**src/rtl/gpu_mem_responder_if.sv**
```systemverilog
// rtl/gpu_mem_responder_if.sv - GPU request bus and SRAM pin bundle for gpu_mem_responder
interface gpu_mem_responder_if;
    logic [17:0] iMEM_ADDR;
    logic        iMEM_READ;
    logic        iMEM_WRITE;
    logic [15:0] iGPU_DATA;
    logic [15:0] oGPU_DATA;
    logic        oGPU_VALID;
    logic        oWRITE_ACK;
    logic        oMEM_BUSY;
    logic [17:0] SRAM_ADDR;
    logic [15:0] oSRAM_DQ;
    logic        oSRAM_DQ_OE;
    logic [15:0] iSRAM_DQ;
    logic        SRAM_CE_N;
    logic        SRAM_OE_N;
    logic        SRAM_WE_N;
    logic        SRAM_UB_N;
    logic        SRAM_LB_N;

    modport master (
        output iMEM_ADDR, iMEM_READ, iMEM_WRITE, iGPU_DATA, iSRAM_DQ,
        input  oGPU_DATA, oGPU_VALID, oWRITE_ACK, oMEM_BUSY,
        input  SRAM_ADDR, oSRAM_DQ, oSRAM_DQ_OE,
        input  SRAM_CE_N, SRAM_OE_N, SRAM_WE_N, SRAM_UB_N, SRAM_LB_N
    );

    modport slave (
        input  iMEM_ADDR, iMEM_READ, iMEM_WRITE, iGPU_DATA, iSRAM_DQ,
        output oGPU_DATA, oGPU_VALID, oWRITE_ACK, oMEM_BUSY,
        output SRAM_ADDR, oSRAM_DQ, oSRAM_DQ_OE,
        output SRAM_CE_N, SRAM_OE_N, SRAM_WE_N, SRAM_UB_N, SRAM_LB_N
    );
endinterface

```
**src/rtl/gpu_mem_responder.sv**
```systemverilog
// rtl/gpu_mem_responder.sv - z-buffer read/write/RMW responder for a 256Kx16 async SRAM
// Every pin is a flop; pin values are decoded from the next state so they line up with the state.
module gpu_mem_responder #(
    parameter int WAIT_CYCLES = 1
) (
    input  logic               clock,
    input  logic               reset,
    gpu_mem_responder_if.slave bus
);
    typedef enum logic [2:0] {
        IDLE     = 3'd0,
        READ     = 3'd1,
        WR_SETUP = 3'd2,
        WR_PULSE = 3'd3,
        WR_HOLD  = 3'd4
    } state_t;

    localparam logic [3:0] WAIT_LD = 4'(WAIT_CYCLES);

    state_t      state_q, state_d;
    logic [3:0]  cnt_q, cnt_d;
    logic        rmw_q, rmw_d;
    logic [15:0] wdata_q, wdata_d;
    logic [17:0] addr_q, addr_d;
    logic [15:0] dq_q, dq_d;
    logic [15:0] rdata_q, rdata_d;
    logic        valid_q, valid_d;
    logic        ack_q, ack_d;
    logic        busy_q, busy_d;
    logic        dq_oe_q, dq_oe_d;
    logic        ce_n_q, ce_n_d;
    logic        oe_n_q, oe_n_d;
    logic        we_n_q, we_n_d;
    logic        accept;
    logic        read_done;

    assign accept    = (state_q == IDLE) && !busy_q && (bus.iMEM_READ || bus.iMEM_WRITE);
    assign read_done = (state_q == READ) && (cnt_q == 4'd1);

    // Async reset also releases WE_N at once, cutting short any write pulse in flight.
    always_ff @(posedge clock or posedge reset) begin
        if (reset) begin
            state_q <= IDLE;
            cnt_q   <= 4'd0;
            rmw_q   <= 1'b0;
            wdata_q <= 16'd0;
            addr_q  <= 18'd0;
            dq_q    <= 16'd0;
            rdata_q <= 16'd0;
            valid_q <= 1'b0;
            ack_q   <= 1'b0;
            busy_q  <= 1'b0;
            dq_oe_q <= 1'b0;
            ce_n_q  <= 1'b1;
            oe_n_q  <= 1'b1;
            we_n_q  <= 1'b1;
        end else begin
            state_q <= state_d;
            cnt_q   <= cnt_d;
            rmw_q   <= rmw_d;
            wdata_q <= wdata_d;
            addr_q  <= addr_d;
            dq_q    <= dq_d;
            rdata_q <= rdata_d;
            valid_q <= valid_d;
            ack_q   <= ack_d;
            busy_q  <= busy_d;
            dq_oe_q <= dq_oe_d;
            ce_n_q  <= ce_n_d;
            oe_n_q  <= oe_n_d;
            we_n_q  <= we_n_d;
        end
    end

    always_comb begin : next_state
        state_d = state_q;
        cnt_d   = cnt_q;
        rmw_d   = rmw_q;
        wdata_d = wdata_q;
        addr_d  = addr_q;
        case (state_q)
            IDLE: begin
                if (accept) begin
                    addr_d  = bus.iMEM_ADDR;
                    wdata_d = bus.iGPU_DATA;
                    rmw_d   = bus.iMEM_READ && bus.iMEM_WRITE;
                    if (bus.iMEM_READ) begin
                        state_d = READ;
                        cnt_d   = WAIT_LD;
                    end else begin
                        state_d = WR_SETUP;
                    end
                end
            end
            READ: begin
                if (cnt_q == 4'd1) begin
                    cnt_d   = 4'd0;
                    state_d = rmw_q ? WR_SETUP : IDLE;
                end else begin
                    cnt_d = cnt_q - 4'd1;
                end
            end
            WR_SETUP: begin
                state_d = WR_PULSE;
                cnt_d   = WAIT_LD;
            end
            WR_PULSE: begin
                if (cnt_q == 4'd1) begin
                    cnt_d   = 4'd0;
                    state_d = WR_HOLD;
                end else begin
                    cnt_d = cnt_q - 4'd1;
                end
            end
            WR_HOLD: state_d = IDLE;
            default: state_d = IDLE;
        endcase
    end

    always_comb begin : outputs
        busy_d  = (state_d != IDLE);
        ce_n_d  = (state_d == IDLE);
        oe_n_d  = (state_d != READ);
        we_n_d  = (state_d != WR_PULSE);
        dq_oe_d = (state_d == WR_SETUP) || (state_d == WR_PULSE) || (state_d == WR_HOLD);
        valid_d = read_done;
        ack_d   = (state_q == WR_HOLD);
        rdata_d = read_done ? bus.iSRAM_DQ : rdata_q;
        // Write data reaches the pins on entry to WR_SETUP and stays through WR_HOLD.
        dq_d    = ((state_d == WR_SETUP) && (state_q != WR_SETUP)) ? wdata_d : dq_q;
    end

    assign bus.oGPU_DATA   = rdata_q;
    assign bus.oGPU_VALID  = valid_q;
    assign bus.oWRITE_ACK  = ack_q;
    assign bus.oMEM_BUSY   = busy_q;
    assign bus.SRAM_ADDR   = addr_q;
    assign bus.oSRAM_DQ    = dq_q;
    assign bus.oSRAM_DQ_OE = dq_oe_q;
    assign bus.SRAM_CE_N   = ce_n_q;
    assign bus.SRAM_OE_N   = oe_n_q;
    assign bus.SRAM_WE_N   = we_n_q;
    assign bus.SRAM_UB_N   = ce_n_q;
    assign bus.SRAM_LB_N   = ce_n_q;
endmodule

```
**src/flat_wrapper.sv**
```systemverilog
// flat-port wrapper written by rule: the top's interface ports become plain ports
module gpu_mem_responder_flat 
#(
    parameter int WAIT_CYCLES = 1
)
  (clock, reset, bus_iMEM_ADDR, bus_iMEM_READ, bus_iMEM_WRITE, bus_iGPU_DATA, bus_iSRAM_DQ, bus_oGPU_DATA, bus_oGPU_VALID, bus_oWRITE_ACK, bus_oMEM_BUSY, bus_SRAM_ADDR, bus_oSRAM_DQ, bus_oSRAM_DQ_OE, bus_SRAM_CE_N, bus_SRAM_OE_N, bus_SRAM_WE_N, bus_SRAM_UB_N, bus_SRAM_LB_N);
  gpu_mem_responder_if bus_i ();
  input  logic clock;
  input  logic reset;
  input wire logic [$bits(bus_i.iMEM_ADDR)-1:0] bus_iMEM_ADDR;
  input wire logic [$bits(bus_i.iMEM_READ)-1:0] bus_iMEM_READ;
  input wire logic [$bits(bus_i.iMEM_WRITE)-1:0] bus_iMEM_WRITE;
  input wire logic [$bits(bus_i.iGPU_DATA)-1:0] bus_iGPU_DATA;
  input wire logic [$bits(bus_i.iSRAM_DQ)-1:0] bus_iSRAM_DQ;
  output wire logic [$bits(bus_i.oGPU_DATA)-1:0] bus_oGPU_DATA;
  output wire logic [$bits(bus_i.oGPU_VALID)-1:0] bus_oGPU_VALID;
  output wire logic [$bits(bus_i.oWRITE_ACK)-1:0] bus_oWRITE_ACK;
  output wire logic [$bits(bus_i.oMEM_BUSY)-1:0] bus_oMEM_BUSY;
  output wire logic [$bits(bus_i.SRAM_ADDR)-1:0] bus_SRAM_ADDR;
  output wire logic [$bits(bus_i.oSRAM_DQ)-1:0] bus_oSRAM_DQ;
  output wire logic [$bits(bus_i.oSRAM_DQ_OE)-1:0] bus_oSRAM_DQ_OE;
  output wire logic [$bits(bus_i.SRAM_CE_N)-1:0] bus_SRAM_CE_N;
  output wire logic [$bits(bus_i.SRAM_OE_N)-1:0] bus_SRAM_OE_N;
  output wire logic [$bits(bus_i.SRAM_WE_N)-1:0] bus_SRAM_WE_N;
  output wire logic [$bits(bus_i.SRAM_UB_N)-1:0] bus_SRAM_UB_N;
  output wire logic [$bits(bus_i.SRAM_LB_N)-1:0] bus_SRAM_LB_N;
  assign bus_i.iMEM_ADDR = bus_iMEM_ADDR;
  assign bus_i.iMEM_READ = bus_iMEM_READ;
  assign bus_i.iMEM_WRITE = bus_iMEM_WRITE;
  assign bus_i.iGPU_DATA = bus_iGPU_DATA;
  assign bus_i.iSRAM_DQ = bus_iSRAM_DQ;
  assign bus_oGPU_DATA = bus_i.oGPU_DATA;
  assign bus_oGPU_VALID = bus_i.oGPU_VALID;
  assign bus_oWRITE_ACK = bus_i.oWRITE_ACK;
  assign bus_oMEM_BUSY = bus_i.oMEM_BUSY;
  assign bus_SRAM_ADDR = bus_i.SRAM_ADDR;
  assign bus_oSRAM_DQ = bus_i.oSRAM_DQ;
  assign bus_oSRAM_DQ_OE = bus_i.oSRAM_DQ_OE;
  assign bus_SRAM_CE_N = bus_i.SRAM_CE_N;
  assign bus_SRAM_OE_N = bus_i.SRAM_OE_N;
  assign bus_SRAM_WE_N = bus_i.SRAM_WE_N;
  assign bus_SRAM_UB_N = bus_i.SRAM_UB_N;
  assign bus_SRAM_LB_N = bus_i.SRAM_LB_N;
  gpu_mem_responder #(.WAIT_CYCLES(WAIT_CYCLES)) u_core (.clock(clock), .reset(reset), .bus(bus_i));
endmodule
```
**config.mk**
```make
export PLATFORM = sky130hd
export DESIGN_NAME = gpu_mem_responder_flat
export DESIGN_NICKNAME = d
export VERILOG_FILES = /design/src/rtl/gpu_mem_responder_if.sv /design/src/rtl/gpu_mem_responder.sv /design/src/flat_wrapper.sv
export SDC_FILE = /design/constraint.sdc
export NUM_CORES = 1
export LEC_CHECK = 0
export ABC_AREA = 1
export BUFFER_PORTS_ARGS = -buffer_cell sky130_fd_sc_hd__buf_2
export CAP_MARGIN = 20
export CORE_ASPECT_RATIO = 1.5
export CORE_MARGIN = 10
export CORE_UTILIZATION = 40
export CTS_CLUSTER_DIAMETER = 50
export DETAILED_ROUTE_END_ITERATION = 8
export GPL_ROUTABILITY_DRIVEN = 0
export PLACE_DENSITY_LB_ADDON = 0.12
export SYNTH_ARGS = -nofsm -noshare
export SYNTH_HDL_FRONTEND = slang
export SYNTH_SLANG_ARGS = --single-unit
```
**constraint.sdc**
```tcl
create_clock -name clock -period 7.2 [get_ports clock]
set_input_delay 0.72 -clock clock [delete_from_list [all_inputs] [get_ports clock]]
set_output_delay 0.72 -clock clock [all_outputs]
set_load 0.02 [all_outputs]
```
* Word-level counts from Yosys, hierarchy flattened
Index checks and enable logic that the tools add are counted.
** Cells by class
- Add/subtract/negate cells :: 1
- Eq/ne operators :: 13
- Mux-type cells :: 12
- Reductions and logical operators :: 16
** Operators with widths (number)
- two-way mux 16 bit :: 2
- == test 3 x 2 -> 1 bit, second input constant :: 4
- two-way mux 4 bit :: 3
- case mux 3 bit (4 select lines) :: 1
- case mux 4 bit (3 select lines) :: 1
- two-way mux 3 bit :: 3
- == test 3 bit, second input constant :: 2
- logical NOT 3 bit :: 2
- != test 3 x 2 -> 1 bit, second input constant :: 2
- nonzero test 3 bit :: 2
- logical AND 1 bit :: 5
- == test 4 x 1 -> 1 bit, second input constant :: 1
- two-way mux 2 bit :: 2
- subtractor 4 x 1 -> 4 bit, second input constant :: 1
- == test 3 x 1 -> 1 bit, second input constant :: 1
- logical OR 1 bit :: 3
- != test 3 x 1 -> 1 bit, second input constant :: 1
- AND reduction 3 bit :: 1
- != test 2 x 1 -> 1 bit, second input constant :: 1
- != test 2 bit, second input constant :: 1
- AND reduction 2 bit :: 1
- OR reduction 2 bit :: 1
- logical NOT 1 bit :: 1
** Storage, ports and cells
- Flip-flop bits (word level) :: 81
- Input bits :: 54

* Logic depth before layout (Yosys ltp)
Gate-level depths: netlist of run 1.
- Depth after elaboration :: 8
- Depth in mapped cells :: 11
- Depth with buffers taken out :: 10

* Worst setup path after synthesis of run 1
OpenSTA, ideal clock, no wires.
- Kind :: input-to-reg
- From :: input bus_iMEM_WRITE
- To :: register u_core.dq_q[0], in the netlist u_core.bus.oSRAM_DQ[0]
- Data arrival time :: 1.523 ns
- Path slack :: 5.560 ns
- Stages on the path :: 7
- Buffers on the path :: 1
- Path through :: o21bai_1 nand2_1 nand2_1 nand2_2 buf_4 nand3_1 nand2_1
** Between the ends
- Longest elaborated chain between the ends :: 6
** Ends and longest elaborated chain
- start, declared :: line flat_wrapper.sv:12 : input wire logic [$bits(bus_i.iMEM_WRITE)-1:0] bus_iMEM_WRITE;
- logical OR 1 bit * :: line gpu_mem_responder.sv:37 : assign accept = (state_q == IDLE) && !busy_q && (bus.iMEM_READ || bus.iMEM_WRITE);
- logical AND 1 bit * :: line gpu_mem_responder.sv:37
- two-way mux 3 bit :: line gpu_mem_responder.sv:83 : if (accept) begin
- case mux 3 bit (4 select lines) :: line gpu_mem_responder.sv:81 : case (state_q)
- == test 3 x 2 -> 1 bit :: line gpu_mem_responder.sv:130 : dq_d = ((state_d == WR_SETUP) && (state_q != WR_SETUP)) ? wdata_d : dq_q;
- logical AND 1 bit :: line gpu_mem_responder.sv:130
- end signal, assigned :: line gpu_mem_responder.sv:63 : dq_q <= dq_d;
- end, declared :: line gpu_mem_responder.sv:25 : logic [15:0] dq_q, dq_d;
Every way passes the cells marked *; elsewhere a longest branch is shown, timed or not.
A chain may end at the register's enable or synchronous reset.

* Final worst setup path of run 1
- From :: register u_core.state_q[1]
- To :: register u_core.dq_q[5], in the netlist u_core.bus.oSRAM_DQ[5]
** RTL lines
- start, declared :: line gpu_mem_responder.sv:20 : state_t state_q, state_d;
- start signal, assigned :: line gpu_mem_responder.sv:58 : state_q <= state_d;
- logical NOT 3 bit * :: line gpu_mem_responder.sv:37, gpu_mem_responder.sv:81
- logical AND 1 bit (2 in series) :: line gpu_mem_responder.sv:37
- two-way mux 16 bit :: line gpu_mem_responder.sv:83
- two-way mux 16 bit * :: line gpu_mem_responder.sv:81
- named net u_core.wdata_d[5] :: line gpu_mem_responder.sv:23 : logic [15:0] wdata_q, wdata_d;
The timed path passes the listed nets; every way through them passes the cells marked *.

==> summary.md, run 1 <==
| Metric | Value |
|---|---|
| Fin. max-slew vios | `0` |
| Xor/xnor cell area share of the yosys netlist | `0.266%` |
| Clock Sinks | `81` |
| Crit path capture type | `register` |
| Overflow after GRT | `0` |
| Num rows | `40` |
| Sequential fraction of the synthesis area | `61.6%` |
| WL per Instance | `14.2 um` |
| Vias in the first global route | `between 2,000 and 3,000` |
| Worst-path clk slew | `roughly 60 ps` |
| # diodes | `0` |
| FF/Latch Area | `2030 um2` |
| CTS buffer count | `9` |
| VDD IR-drop max | `0.000222 V` |
| Io pins | `113` |
| Syn. warnings | `0` |
| ANT nets after route | `0` |
| CP Class | `register to register` |
| Total track usage | `about 13%` |
| Yosys top cell area share | `between 50% and 60%` |
| # fillers | `794` |
| Layout area overhead | `28.0%` |
| CP max stage cell | `nor2_4` |
| Global Route met1 Usage | `15.7%` |
| Power density cells | `503 nW/um2` |
| DRT iter0 DRCs | `150` |
| Fin. Hold Viols | `0` |
| Count of unique library cells instantiated by Yosys | `27` |
| Clk buf depth | `2` |
| CP peak stage delay | `710 ps` |
| Critical Path Fanout Max | `38` |
| IO Port Bufs | `around 110` |
| Switching Share | `between 40% and 50%` |
| Final setup TNS | `0 ps` |
| P_sw | `0.866 mW` |
| CP Buf/Inv Count | `2` |
| DR vias | `2,686` |
| Startpoint Class | `register` |
| Cells after Synth | `364` |
| Wirelength, routed | `between 8000 and 9000 um` |
| Largest net degree at the start of global routing | `82` |
| Slew HR | `40.3%` |
| Final worst path period need | `~2400 ps` |
| DRC violations left | `0` |
| Met3 Use GR | `4.96%` |
| Die ar. | `12,400 um2` |
| Leading area contributor after synthesis | `dfrtp_1` |
| Synthesized flop and latch total | `81` |
| Crit path DAT | `2640 ps` |
| Syn Nets | `420` |
| Power Internal | `between 1 and 1.5 mW` |
| RSZ-0062 raised after global routing | `no` |
| Die Span X | `94.1 um` |
| Post-synthesis mux area share | `0%` |
| Post-synth top cells | `196 x nand2_1, 78 x dfrtp_1, 23 x nand3_1` |
| Busiest grt layer | `met2` |
| Clock power share | `22.4%` |
| Highest clock rate | `414 MHz` |
| H-tree depth | `3` |
| Multi-input logic area | `1080 um2` |
| Largest family of logic cells by synthesized area | `simple AND/OR/NAND/NOR gates` |
| Comb pwr share | `40.8%` |
| PostCTS Resize Cnt | `0` |
| Fraction of layout cells with a size suffix above 1 | `31.7%` |
| Max-cap violations | `0` |
| Worst-Margin Slew | `894 ps` |
| First-pass GRT wire length | `13,400 um` |
| Ranking of synthesized cells by area | `dfrtp_1 59%, nand2_1 22%, nand3_1 3.5%` |
| Post-CTS Setup Inserts | `0` |
| Pwr Total | `2.12 mW` |
| Period utilization | `between 30% and 40%` |
| Post-synthesis adder-cell area fraction | `0.759%` |
| Most common cell in the netlist | `nand2_1` |
| Clk_lat worst skew | `330 ps` |
| Met2 GRT Util | `21.0%` |
| Post-DP HPWL | `just under 6000 um` |
| Status | `complete, no violations` |
| Layout Nets | `530` |
| CTS tree | `yes` |
| CTS Hold Bufs | `0` |
| Root buf cell | `clkbuf_16` |
| Post-synth EDFFs | `0` |
| Initial Util | `41.2%` |
| Die height | `131 um` |
| Synth Flop Type | `dfrtp_1` |
| Delay-heaviest family, CP | `simple AND/OR/NAND/NOR gates` |
| Syn Area/Cell | `~9 um2` |
| Final setup viols | `0` |
| Clock skew | `7.87 ps` |
| Synth Area in Simple Gates | `around 30%` |
| Initial antenna violation count | `0` |
| Post-synth ARST share | `100%` |
| Most frequent cell on the critical path | `nand2_1` |
| Post-synthesis compound-gate area fraction | `1.63%` |
| Vias per cell | `between 4 and 5` |
| Synthesized area | `approximately 3300 um2` |
| Type of the tightest min-delay check | `register to register` |
| Register share of total power | `36.8%` |
| First-pass DRT Iterations | `4` |
| Worst EP required | `7420 ps` |
| Crit path cell chain | `inv_2, nand3_2, nor2_4, inv_2, nand2_1, nand2_1, nand2_1, nand2_1` |
| Core Area | `8010 um2` |
| Leakage power | `approximately 2.4 nW` |
## power groups by stage
stage	Sequential (mW)	Clock, mW	Combinational, mW
after floorplan	0.960	0	0.445
after global placement	0.784	0	0.868
after detailed placement	0.787	0	0.881
after CTS	0.782	0.491	0.882
after global routing	0.803	0.512	0.976
final	0.781	0.476	0.865
## state kept, by name, indices dropped and copies added, names as in the netlist
name	count
u_core.bus.SRAM_WE_N	1
u_core.cnt_q	4
u_core.bus.oWRITE_ACK	1
u_core.bus.SRAM_CE_N	1
u_core.bus.oMEM_BUSY	1
u_core.bus.oSRAM_DQ	16
u_core.bus.SRAM_ADDR	18
u_core.state_q	3
u_core.bus.oGPU_VALID	1
u_core.bus.oGPU_DATA	16
u_core.bus.SRAM_OE_N	1
u_core.wdata_q	16
u_core.rmw_q	1
u_core.bus.oSRAM_DQ_OE	1
## per-layer routing
layer	up-vias	part of all wire, %
met5	-	0
met4	0	1.9
met3	8	8.3
met2	90	49
met1	1251	41
li1	1337	-
## final cells by class
| type | instances | share of cell area [%] |
|---|---|---|
| clock inverter | 5 | 1.93 |
| clock buffer | 11 | 5.51 |
| timing repair buffer | 114 | 13.9 |
| tap | 105 | 3.11 |
| sequential | 81 | 48.1 |
| inverter | 19 | 1.78 |
| multi-input combinational | 249 | 25.6 |
## path summary, 6_finish.rpt
path / from / endpoint / slack [ps] / depth (start not counted)
min reg2reg: u_core.wdata_q[10] / u_core.wdata_q[10] / 470 / 2
min: u_core.wdata_q[10] / u_core.wdata_q[10] / 470 / 2
max: u_core.state_q[1] / u_core.bus.oSRAM_DQ[5] / 4780 / 8
min in group asynchronous: reset / u_core.bus.oGPU_DATA[13] / 480 / 3
max reg2reg: u_core.state_q[1] / u_core.bus.oSRAM_DQ[5] / 4780 / 8
max in group asynchronous: reset / u_core.bus.SRAM_CE_N / 6090 / 4
## cells in the final DEF, fill, tap and decap left out
cell type / instances
clkinvlp_4: 1
clkinv_4: 1
buf_4: 1
clkbuf_1: 2
nor2_2: 1
o21bai_1: 1
dfstp_2: 3
nand4_1: 1
inv_4: 1
nand2_2: 3
nor3_1: 1
nor2_8: 1
nand3_1: 23
nor2_4: 2
o31ai_1: 1
nand3_2: 2
a21oi_1: 2
inv_2: 6
inv_1: 11
nor2_1: 4
or2_2: 1
nand2_4: 2
nand2_1: 196
clkinv_2: 2
ha_1: 2
dfrtp_1: 78
xnor2_1: 1
o21ai_0: 4
clkbuf_16: 9
buf_2: 112
buf_12: 1
a21oi_2: 1
bufinv_16: 2
## cell families after synthesis
| family | after synthesis |
|---|---|
| and+or+nand+nor | 237 |
| buffers and inverters | 34 |
| adders and majority gates | 2 |
| DFF | 81 |
| AOI/OAI and AO/OA | 9 |
| xor gates and xnor gates | 1 |
## stage by stage
| step | hold slack, ps | utilization [%] | setup slack (ps) | std cells | instance area [um2] |
|---|---|---|---|---|---|
| 6_report | 467 | 52.7 | 4780 | 584 | 4220 |
| 3_3_place_gp | 451 | 48.5 | 4500 | 567 | 3890 |
| 2_1_floorplan | 438 | - | 4400 | 364 | 3300 |
| 4_1_cts | 471 | 52.5 | 4730 | 583 | 4200 |
| 3_5_place_dp | 456 | 48.5 | 4410 | 567 | 3890 |
| 5_1_grt | 488 | 52.7 | 4520 | 584 | 4220 |
## worst reg2reg max path, delay by kind of cell (launching register included)
| kind | cells | cell delay [ps] |
|---|---|---|
| flops | 1 | 460 |
| simple gates | 6 | 1210 |
| buf+inv | 2 | 640 |
Power figures use the tool's default switching activity.
==> run 2, diff against run 1 <==
--- a/config.mk
+++ b/config.mk
@@ -5,7 +5,7 @@
 export SDC_FILE = /design/constraint.sdc
 export NUM_CORES = 1
 export LEC_CHECK = 0
-export ABC_AREA = 1
+export ABC_AREA = 0
 export BUFFER_PORTS_ARGS = -buffer_cell sky130_fd_sc_hd__buf_2
 export CAP_MARGIN = 20
 export CORE_ASPECT_RATIO = 1.5
==> constraint.sdc (replaced) <==
create_clock -name clock -period 2.15 [get_ports clock]
set_input_delay 0.215 -clock clock [delete_from_list [all_inputs] [get_ports clock]]
set_output_delay 0.215 -clock clock [all_outputs]
set_load 0.02 [all_outputs]
==> summary.md, run 2 <==
| Metric | Value |
|---|---|
| Status | `complete, no violations` |
| Xor/xnor cell area share of the yosys netlist | `0%` |
| # diodes | `0` |
| Syn Nets | `263` |
| Synthesized flop and latch total | `81` |
| Initial antenna violation count | `0` |
| Vias in the first global route | `2,193` |
| Startpoint Class | `register` |
| Cells after Synth | `207` |
| Worst-path clk slew | `about 60 ps` |
| # fillers | `689` |
| RSZ-0062 raised after global routing | `no` |
| Die height | `130 um` |
| Clk buf depth | `2` |
| DRT iter0 DRCs | `104` |
| R2R depth | `7` |
| Slew HR | `65.2%` |
| Final Core Density | `a little over half` |
| Post-CTS Setup Inserts | `0` |
| Die ar. | `roughly 12,000 um2` |
| Syn. warnings | `0` |
| Synth Area in Simple Gates | `5.20%` |
| Layout Nets | `roughly 390` |
| Final setup viols | `0` |
| Post-synth ARST share | `100%` |
| IO Port Bufs | `approximately 110` |
| Final setup TNS | `0 ps` |
| VDD IR-drop max | `0.000828 V` |
| Clock skew | `10.1 ps` |
| Multi-input logic area | `1070 um2` |
| Ranking of synthesized cells by area | `dfrtp_1 60%, mux2_2 20%, mux2_4 4.2%` |
| Clk_lat worst skew | `330 ps` |
| R2r startpoint | `u_core.cnt_q[1]` |
| Sequential fraction of the synthesis area | `between 60 and 70%` |
| Fin. max-slew vios | `0` |
| Syn Area/Cell | `between 15 and 20 um2` |
| Post-synthesis compound-gate area fraction | `2.74%` |
| Largest family of logic cells by synthesized area | `multiplexers` |
| CP Class | `register to register` |
| Crit path capture type | `register` |
| DRC violations left | `0` |
| Power density cells | `1660 nW/um2` |
| Fin. Hold Viols | `0` |
| Synth Flop Type | `dfrtp_1` |
| Highest clock rate | `roughly 500 MHz` |
| Most frequent cells in the layout | `112 x buf_2, 78 x dfrtp_1, 57 x mux2_2` |
| ANT nets after route | `0` |
| Post-DP HPWL | `5300 um` |
| Root buf cell | `clkbuf_16` |
| Synthesized area | `around 3200 um2` |
| Largest net degree at the start of global routing | `50` |
| Max reg flops | `18` |
| Crit path DAT | `2210 ps` |
| Clock Sinks | `81` |
| Max-cap violations | `0` |
| Vias per cell | `4.62` |
| Yosys top cell area share | `60.1%` |
| Wirelength, routed | `6990 um` |
| R2R Setup Slk | `160 ps` |
| Initial Util | `40.8%` |
| Pwr Total | `roughly 7.1 mW` |
| Leakage power | `2.08 nW` |
| First-pass DRT Iterations | `3` |
| Critical Path Fanout Max | `16` |
| Overflow after GRT | `0` |
| Num rows | `40` |
| DR vias | `2,028` |
| Most common cell after layout, fill and taps aside | `buf_2` |
| Worst-Margin Slew | `518 ps` |
| First-pass GRT wire length | `11,000 um` |
| H-tree depth | `3` |
| Worst EP required | `2360 ps` |
| R2r endpoint | `u_core.bus.oSRAM_DQ[6]` |
| Hold worst-path end | `u_core.bus.SRAM_ADDR[1]` |
| Post-synth EDFFs | `0` |
| Type of the tightest min-delay check | `primary input to register` |
| WL per Instance | `15.9 um` |
| Core Area | `between 7000 and 8000 um2` |
| CTS tree | `yes` |
| Leading area contributor after synthesis | `dfrtp_1` |
| Final worst path period need | `about 2000 ps` |
| Fraction of layout cells with a size suffix above 1 | `63.2%` |
| Io pins | `roughly 110` |
| Min-delay src | `bus_iMEM_ADDR[1]` |
| Post-synthesis adder-cell area fraction | `0.771%` |
| Total track usage | `11.6%` |
| Post-synth top cells | `78 x dfrtp_1, 57 x mux2_2, 9 x mux2_4` |
| Worst hold stages | `2` |
| CTS buffer count | `9` |
| Post-synthesis mux area share | `24.2%` |
| Layout area overhead | `31.8%` |
| Most common cell in the netlist | `dfrtp_1` |
| FF/Latch Area | `2030 um2` |
| Count of unique library cells instantiated by Yosys | `33` |
| Die Span X | `93.6 um` |
| Period utilization | `92.7%` |
run 2: cell types whose count changed after synthesis, moves of 3 or more:
cell / before / now
inv_2: 6 / 0
buf_2: 6 / 1
mux2_4: 0 / 9
inv_1: 12 / 6
nand2_2: 3 / 0
nor3_1: 1 / 5
nor2_1: 4 / 1
mux2_2: 0 / 57
nand3_1: 23 / 1
o21ai_0: 4 / 7
nor2b_1: 0 / 3
nand2_1: 196 / 2
run 2: stage by stage:
stage	instance area, um2	cells	hold WS (ps)	setup WS (ps)
global placement	3960	422	229	126
CTS	4270	439	99.8	65.8
detailed placement	3960	422	231	83.1
finish	4280	439	110	156
floorplan	3250	207	353	145
global route	4280	439	95.5	29.3
run 2: area by class of cell:
class | count | area share (%)
Inverter | 6 | 0.614
Tap cell | 105 | 3.07
Multi-Input combinational cell | 108 | 25.1
Timing Repair Buffer | 123 | 16.6
Clock buffer | 13 | 6.09
Clock inverter | 3 | 1.11
Sequential cell | 81 | 47.5
run 2: worst max-delay path: stages, from the launching register on:
cell,delay [ps]
dfrtp_1,390
inv_1,80
ha_1,150
or3b_4,430
nor2_2,160
a21o_1,170
buf_12,160
mux2_2,340
run 2: cell families (layout without fill, tap and decap cells):
family          after synthesis  after routing
compound gates               15             15
fa+ha+maj                     2              2
buf+inv                      18            145
flops                        81             81
mux                          67             67
simple gates                 24             24
run 2: worst max path at each step:
stage,slack [ps],cells past startpoint,start,end
finish,160,7,u_core.cnt_q[1],u_core.bus.oSRAM_DQ[6]
global route,30,7,u_core.cnt_q[1],u_core.bus.oSRAM_DQ[6]
CTS,70,7,u_core.cnt_q[1],u_core.bus.oSRAM_DQ[12]
detailed placement,80,7,u_core.cnt_q[1],u_core.bus.oSRAM_DQ[14]
global placement,130,7,u_core.cnt_q[1],u_core.bus.oSRAM_DQ[10]
floorplan,140,7,u_core.cnt_q[1],u_core.bus.oGPU_DATA[0]
run 2: repair_timing:
action,4_1_cts,5_1_grt
resized for setup,0,1
setup endpoints to repair,0,16
hold buffers,1,0
hold endpoints to repair,15,0
run 2: layer usage:
layer	GRT usage, %	vias to the layer above	wire length, um
met4	5.38	0	109
met5	0	-	0
met3	6.15	9	738
met2	18.1	77	3320
li1	-	972	-
met1	12.7	970	2820
run 2: power breakdown:
part           internal, mW  leakage [nW]  switching [mW]
Clock                 0.970         0.150           0.584
Sequential             2.28         0.982           0.315
Combinational          1.36         0.952            1.57
Total                  4.61          2.08            2.47
